## config.mk

```make
export PLATFORM = sky130hd
export DESIGN_NAME = rr_arbiter8
export DESIGN_NICKNAME = d
export VERILOG_FILES = /design/src/rtl/rr_arbiter8.sv
export SDC_FILE = /design/constraint.sdc
export NUM_CORES = 1
export LEC_CHECK = 0
export CORE_MARGIN = 8
export CORE_UTILIZATION = 40
export CTS_BUF_LIST = sky130_fd_sc_hd__clkbuf_16
export CTS_CLUSTER_SIZE = 24
export DETAILED_ROUTE_END_ITERATION = 8
export SLEW_MARGIN = 20
export SYNTH_ARGS = -nofsm -noshare
export SYNTH_HDL_FRONTEND = slang
export SYNTH_SLANG_ARGS = --single-unit
```

## constraint.sdc

```tcl
create_clock -name clk -period 3.05 [get_ports clk]
set_input_delay 0.4575 -clock clk [delete_from_list [all_inputs] [get_ports clk]]
set_output_delay 0.4575 -clock clk [all_outputs]
set_load 0.01 [all_outputs]
```

## src/rtl/rr_arbiter8.sv

```systemverilog
// Round-robin arbiter for 8 requesters with registered one-hot/encoded grant,
// release on done or dropped request, and a hold-time watchdog.
module rr_arbiter8 #(
   parameter int unsigned MAX_HOLD = 16,
   parameter int unsigned CW       = 16
) (
   input  logic       clk,
   input  logic       rst_n,
   input  logic [7:0] req,
   input  logic       done,
   output logic [7:0] gnt,
   output logic [2:0] gnt_id,
   output logic       gnt_valid,
   output logic       timeout
);

   localparam int unsigned N  = 8;
   localparam int unsigned IW = 3;

   typedef enum logic {IDLE, GRANT} state_e;

   state_e          state_q;
   logic [N-1:0]    gnt_q;
   logic [IW-1:0]   gnt_id_q;
   logic            gnt_valid_q;
   logic            timeout_q;
   logic [IW-1:0]   ptr_q;
   logic [CW-1:0]   cnt_q;

   logic [IW-1:0]   idx_c;
   logic [IW-1:0]   win_c;
   logic            found_c;
   logic            owner_req_c;
   logic            wd_c;
   logic            release_c;

   // First requester at or after ptr, wrapping 7->0
   always_comb begin
      idx_c   = '0;
      win_c   = '0;
      found_c = 1'b0;
      for (int unsigned i = 0; i < N; i++) begin
         idx_c = ptr_q + IW'(i);
         if (!found_c && req[idx_c]) begin
            found_c = 1'b1;
            win_c   = idx_c;
         end
      end
   end

   // Release causes for the current owner
   always_comb begin
      owner_req_c = req[gnt_id_q];
      wd_c        = (MAX_HOLD != 0) && (cnt_q == CW'(MAX_HOLD - 1));
      release_c   = done || !owner_req_c || wd_c;
   end

   always_ff @(posedge clk or negedge rst_n) begin
      if (!rst_n) begin
         state_q     <= IDLE;
         gnt_q       <= '0;
         gnt_id_q    <= '0;
         gnt_valid_q <= 1'b0;
         timeout_q   <= 1'b0;
         ptr_q       <= '0;
         cnt_q       <= '0;
      end else begin
         timeout_q <= 1'b0;
         case (state_q)
            IDLE: begin
               if (found_c) begin
                  state_q     <= GRANT;
                  gnt_q       <= N'(1) << win_c;
                  gnt_id_q    <= win_c;
                  gnt_valid_q <= 1'b1;
                  cnt_q       <= '0;
               end
            end
            GRANT: begin
               if (release_c) begin
                  state_q     <= IDLE;
                  gnt_q       <= '0;
                  gnt_id_q    <= '0;
                  gnt_valid_q <= 1'b0;
                  ptr_q       <= gnt_id_q + IW'(1);
                  // Forced revocation only when the owner neither finished nor withdrew
                  timeout_q   <= wd_c && !done && owner_req_c;
               end else if (cnt_q != CW'(MAX_HOLD)) begin
                  cnt_q <= cnt_q + CW'(1);
               end
            end
            default: state_q <= IDLE;
         endcase
      end
   end

   assign gnt       = gnt_q;
   assign gnt_id    = gnt_id_q;
   assign gnt_valid = gnt_valid_q;
   assign timeout   = timeout_q;

endmodule

```

; ---- Yosys cells after proc, flatten, opt, wreduce, memory -nomap -nowiden
; Cells that the tools add are included.
[op_classes]
bitwise_logic = 1
magnitude_cmp = 9
shift = 1
reduce_logical = 23
n_addsub = 9
eq_ne = 6
muxes = 52
[op_table]
columns = cell, count
row1 = 2-to-1 mux 16 bit, 3
row2 = "less-than comparator 3 x 4 -> 1 bit, second input constant", 9
row3 = case mux 16 bit (2 select lines), 1
row4 = 2-to-1 mux 3 bit, 10
row5 = binary-select mux 1 bit (select 3 bit), 9
row6 = 2-to-1 mux 1 bit, 23
row7 = "adder 16 x 1 -> 16 bit, second input constant", 1
row8 = "== test 16 x 4 -> 1 bit, second input constant", 1
row9 = 2-to-1 mux 8 bit, 2
row10 = "inequality test 16 x 5 -> 1 bit, second input constant", 1
row11 = case mux 8 bit (2 select lines), 1
row12 = "adder 3 bit, second input constant", 4
row13 = logical AND 1 bit, 9
row14 = logical NOT 1 bit, 9
row15 = "left shift 1 x 3 -> 8 bit, first input constant", 1
row16 = "adder 3 x 1 -> 3 bit, second input constant", 2
row17 = "adder 3 x 2 -> 3 bit, second input constant", 2
row18 = case mux 3 bit (2 select lines), 1
row19 = "inequality test 2 x 1 -> 1 bit, second input constant", 2
row20 = "inequality test 2 bit, second input constant", 2
row21 = case mux 1 bit (2 select lines), 2
row22 = AND reduction 2 bit, 2
row23 = AND reduction 3 bit, 1
row24 = logical OR 1 bit, 2
row25 = NOT 1 bit, 1
[totals]
wordCells = 108
inputBits = 11
ff_bits = 33
output_inout_bits = 13

; ---- Longest topological paths before layout
[depth]
word_depth = 27
depth_mapped = 13
ltp_nobuf = 10

; ---- Worst setup path after synthesis
; OpenSTA, ideal clock, no wires.
[synth_path]
path_type = reg-to-reg
from = register ptr_q[1]
to = register gnt_q[0] (netlist: gnt[0])
setup_slack_ps = -160
path_stages_with_launch = 13
setup_ps = 121
synth_period_minus_slack_ps = 3210
required_ps = 2929
n_path_buf = 2
arrival_ps = 3089
path_cell_list = dfrtp_1 > buf_2 > inv_1 > ha_1 > buf_6 > mux2_4 > nor3_1 > o41ai_4 > a2111oi_4 > nand3_1 > and4_4 > and3b_1 > a22o_1
[synth_between]
elab_chain_len = 27
word_cells_on_any_way = 58
classes_between = add/sub: 7 / eq/ne: 1 / shift: 1 / mux: 34 / reduce/logical: 15
[synth_rtl]
columns = element, line_no
row1 = from (decl), 27  ; logic [IW-1:0] ptr_q;
row2 = from (signal assigned), 85  ; ptr_q <= gnt_id_q + IW'(1);
row3 = branches (longest 27 deep; another with adder 3 x 1 -> 3 bit), -
row4 = to (signal assigned), 73  ; gnt_q <= N'(1) << win_c;
row5 = to (decl), 23  ; logic [N-1:0] gnt_q;
; Several ways; the timed one is not identified. The select of a mux whose other input is x is not followed.
; A chain may end at the register's enable or synchronous reset.

; ---- Final worst setup path
[layout_path]
from = register ptr_q[0]
to = register gnt_q[3] (netlist: gnt[3])
; The elaborated chain is that of the path after synthesis.

==> summary.txt <==
CTS
  – Worst skew pair latency: 0.27 ns
  – Post-CTS Hold Buffers: 0
  – CTS tree: yes
  – Clk buf depth: 2
  – TritonCTS Buffers: 5
  – Sink Count: 33
  – CTS Root Cell: clkbuf_16
  – Worst-path clk slew: 0.05 ns
  – Htree depth: 2

Pwr
  – Logic pwr share: 0.738
  – P_leak: 1.546 nW
  – Seq pwr share: 0.139
  – Clock power frac: 0.123
  – Total power: 0.004501 W
  – Power per cell area: 1233 mW/mm2
  – Sw Pwr: 0.001938 W
  – Sw Ratio: 0.4306
  – Internal power: 0.002563 W
  – Peak VDD IR: 0.5843 mV

Drt
  – # DRC: 0
  – Avg WL per Cell: 17.58 um
  – Detail Route Antenna Nets: 0
  – Routed WL: 7384 um
  – Starting DRC count in detailed routing: 193
  – Routed vias/inst: 5.788
  – Drt pass-1 iters: 5
  – Vias: 2431

Logic synthesis
  – Top FF cell, synth: dfrtp_1
  – Synth Cell Area: 0.002609 mm2
  – Netlist cell types: 67
  – Post-synth EDFFs: 0
  – Yosys Warn Count: 0
  – Avg Cell Area, Syn: 9.919 um2
  – Mapped Nets: 279
  – Largest cells by area after synthesis: dfrtp_1 (32%), mux4_2 (7.8%), mux2i_1 (3.8%)
  – Synth top area share: 0.3165
  – Share of synthesized registers carrying an async set or reset: 1.000
  – Synth area leader: dfrtp_1
  – Synthesized flop and latch total: 33
  – Syn Inst Count: 263
  – Sequential share of the synthesized area: 0.3165

Die
  – Num rows: 29
  – Die X: 96.76 um
  – Initial Util: 0.4132
  – IO Count: 24
  – Core Region: 0.006314 mm2
  – Die area: 0.009363 mm2
  – Die Y: 96.76 um

Timing
  – Fin Hold WS: 0.4785 ns
  – Setup violations, final: 0
  – Final Skew: 0.006330 ns
  – Max Clock Freq: 0.3369 GHz
  – Slew headroom: 0.6250
  – Setup TNS Final: 0 ns
  – PnR worst setup slack: 0.08177 ns
  – Final Cycle Share: 0.9732
  – RSZ-0062 raised after global routing: yes
  – Worst Tran Pin Value: 0.5604 ns
  – Pins Over Slew Limit: 0
  – Min Tclk post-route: 2.968 ns
  – Fin. Hold Viols: 0

Outcome
  – Status: completed

Cells and area
  – Area Growth Syn to Fin: 40.00%
  – Fill cells: 551
  – Share of layout cells above drive strength 1: 0.3644
  – Final Cell Area: 0.003652 mm2
  – Nets: 358
  – # diodes: 0

Job
  – Max-Cap Viols: 0

Place
  – Number of port buffers: 23
  – DP Area: 0.003266 mm2
  – Detailed placement HPWL: 5194 um
  – GPL Wtd Cong: 0.8839
  – Pre-CTS setup slack: -0.2819 ns

Setup path
  – Setup crit end kind: flop
  – Crit path DAT: 3.12 ns
  – Critical Path RT: 3.20 ns
  – CP startpoint kind: flop
  – R2r setup slk: 0.08 ns
  – Worst setup path class: flop to flop
  – Crit Path Max Fanout: 7

GRT
  – Vias in the first global route: 2304
  – Initial antenna violation count: 0
  – GRT Util Overall: 0.1453
  – Largest net degree at the start of global routing: 34
  – Total gr overflow: 0
  – First-pass GRT wire length: 11450 um

Min path
  – Min-delay worst type: flop to flop
-- state kept, by name (all words and copies together) (netlist names) --
name,flops
gnt,8
state_q,1
ptr_q,3
gnt_id,3
timeout,1
cnt_q,16
gnt_valid,1
-- routing by layer --
| metal | global-route usage | vias to the layer above | part of all wire |
|---|---|---|---|
| met4 | 0.04142 | 0 | 0.015 |
| met2 | 0.2250 | 78 | 0.48 |
| met5 | 0 | - | 0 |
| met1 | 0.2014 | 1186 | 0.47 |
| li1 | - | 1154 | - |
| met3 | 0.02276 | 13 | 0.039 |
-- path summary, 6_finish.rpt --
check | startpoint | endpoint | cells after the start
setup reg to reg | ptr_q[0] | gnt[3] | 12
min in group asynchronous | rst_n | ptr_q[0] | 2
hold reg to reg | gnt_valid | gnt_valid | 1
setup / recovery | ptr_q[0] | gnt[3] | 12
max in group asynchronous | rst_n | gnt[0] | 2
hold / removal | gnt_valid | gnt_valid | 1
-- power by group through the flow --
stage | registers (W) | clock network (W) | logic (W)
finish | 0.000625 | 0.000556 | 0.00332
global route | 0.000635 | 0.000588 | 0.00357
CTS | 0.000624 | 0.000565 | 0.00292
detailed placement | 0.000630 | 0 | 0.00288
global placement | 0.000627 | 0 | 0.00285
floorplan | 0.000622 | 0 | 0.00186
-- cell type report --
| cell class | count | area, um2 | area share |
|---|---|---|---|
| sequential | 33 | 825.8 | 0.2261 |
| inverter | 8 | 31.28 | 0.008565 |
| clock buffer | 5 | 125.1 | 0.03426 |
| timing repair buffer | 82 | 691.9 | 0.1894 |
| multi-input combinational | 212 | 1844 | 0.5050 |
| tap | 77 | 96.34 | 0.02638 |
| clock inverter | 3 | 37.54 | 0.01028 |
-- cells in the final DEF (no fill, tap or decap), types with 3 or more instances in the layout --
| cell type | Yosys | routed |
|---|---|---|
| a22o_1 | 4 | 4 |
| a21oi_1 | 13 | 12 |
| mux4_2 | 9 | 9 |
| nand4_1 | 4 | 4 |
| nor2_4 | 1 | 3 |
| mux2i_2 | 0 | 4 |
| mux2_2 | 8 | 7 |
| xnor2_1 | 3 | 3 |
| nor3_4 | 0 | 3 |
| dfrtp_1 | 33 | 33 |
| o21ai_0 | 10 | 8 |
| and2_1 | 4 | 3 |
| o21ai_1 | 4 | 6 |
| clkbuf_16 | 0 | 5 |
| nor2_1 | 23 | 20 |
| mux2i_1 | 10 | 6 |
| buf_4 | 0 | 54 |
| xor2_1 | 9 | 9 |
| o22ai_1 | 3 | 3 |
| nand3_1 | 10 | 9 |
| nand2b_1 | 4 | 4 |
| clkdlybuf4s50_1 | 0 | 23 |
| or3_1 | 5 | 4 |
| inv_1 | 7 | 7 |
| mux2_4 | 3 | 5 |
| ha_1 | 5 | 4 |
| nand2_1 | 22 | 22 |
| nor4_1 | 5 | 5 |
| buf_6 | 2 | 5 |
| and3_1 | 3 | 3 |
-- through the flow --
step	utilization	cells
after global placement	0.5172	400
after global routing	0.5785	420
final	0.5785	420
after CTS	0.5448	408
after detailed placement	0.5172	400
after floorplan	-	263
-- synth_stat cells (3+ instances only) --
cell type  number
nor4_1          5
a22o_1          4
buf_2           6
mux4_2          9
nand4_1         4
mux2_2          8
nor2_1         23
ha_1            5
nor3_1          5
xor2_1          9
and3_1          3
nand2_1        22
a21oi_1        13
mux2_4          3
and2_1          4
o22ai_1         3
nand2b_1        4
or3_1           5
o21ai_0        10
xnor2_1         3
nand3_1        10
mux2i_1        10
dfrtp_1        33
o21ai_1         4
inv_1           7
-- critical path, cell delays in order (launching register included) --
cell and delay, ns:
dfrtp_1 0.37, clkinv_2 0.08, ha_4 0.32, buf_4 0.14, mux2_4 0.30, mux2i_2 0.20
a221oi_4 0.13, buf_6 0.15, a222oi_1 0.37, nand3_1 0.16, o2111ai_2 0.12, o2111ai_2 0.21
a32o_1 0.30
-- kinds of logic (layout without fill, tap and decap cells) --
group	count (synthesis)	after routing	share of synthesized area
compound gates	59	59	0.1861
fa+ha+maj	5	5	0.02398
flops	33	33	0.3165
xor+xnor	13	13	0.05084
buf+inv	19	98	0.03597
simple gates	102	103	0.2101
mux	32	32	0.1765
-- timing repair --
action                     in CTS  in global routing
setup endpoints to repair       4                 15
gates resized for setup         1                 36
pin swaps                       0                 14
cloned                          0                  1
setup buffers                   0                 11
Note: power is estimated with default switching activity, not from simulation.
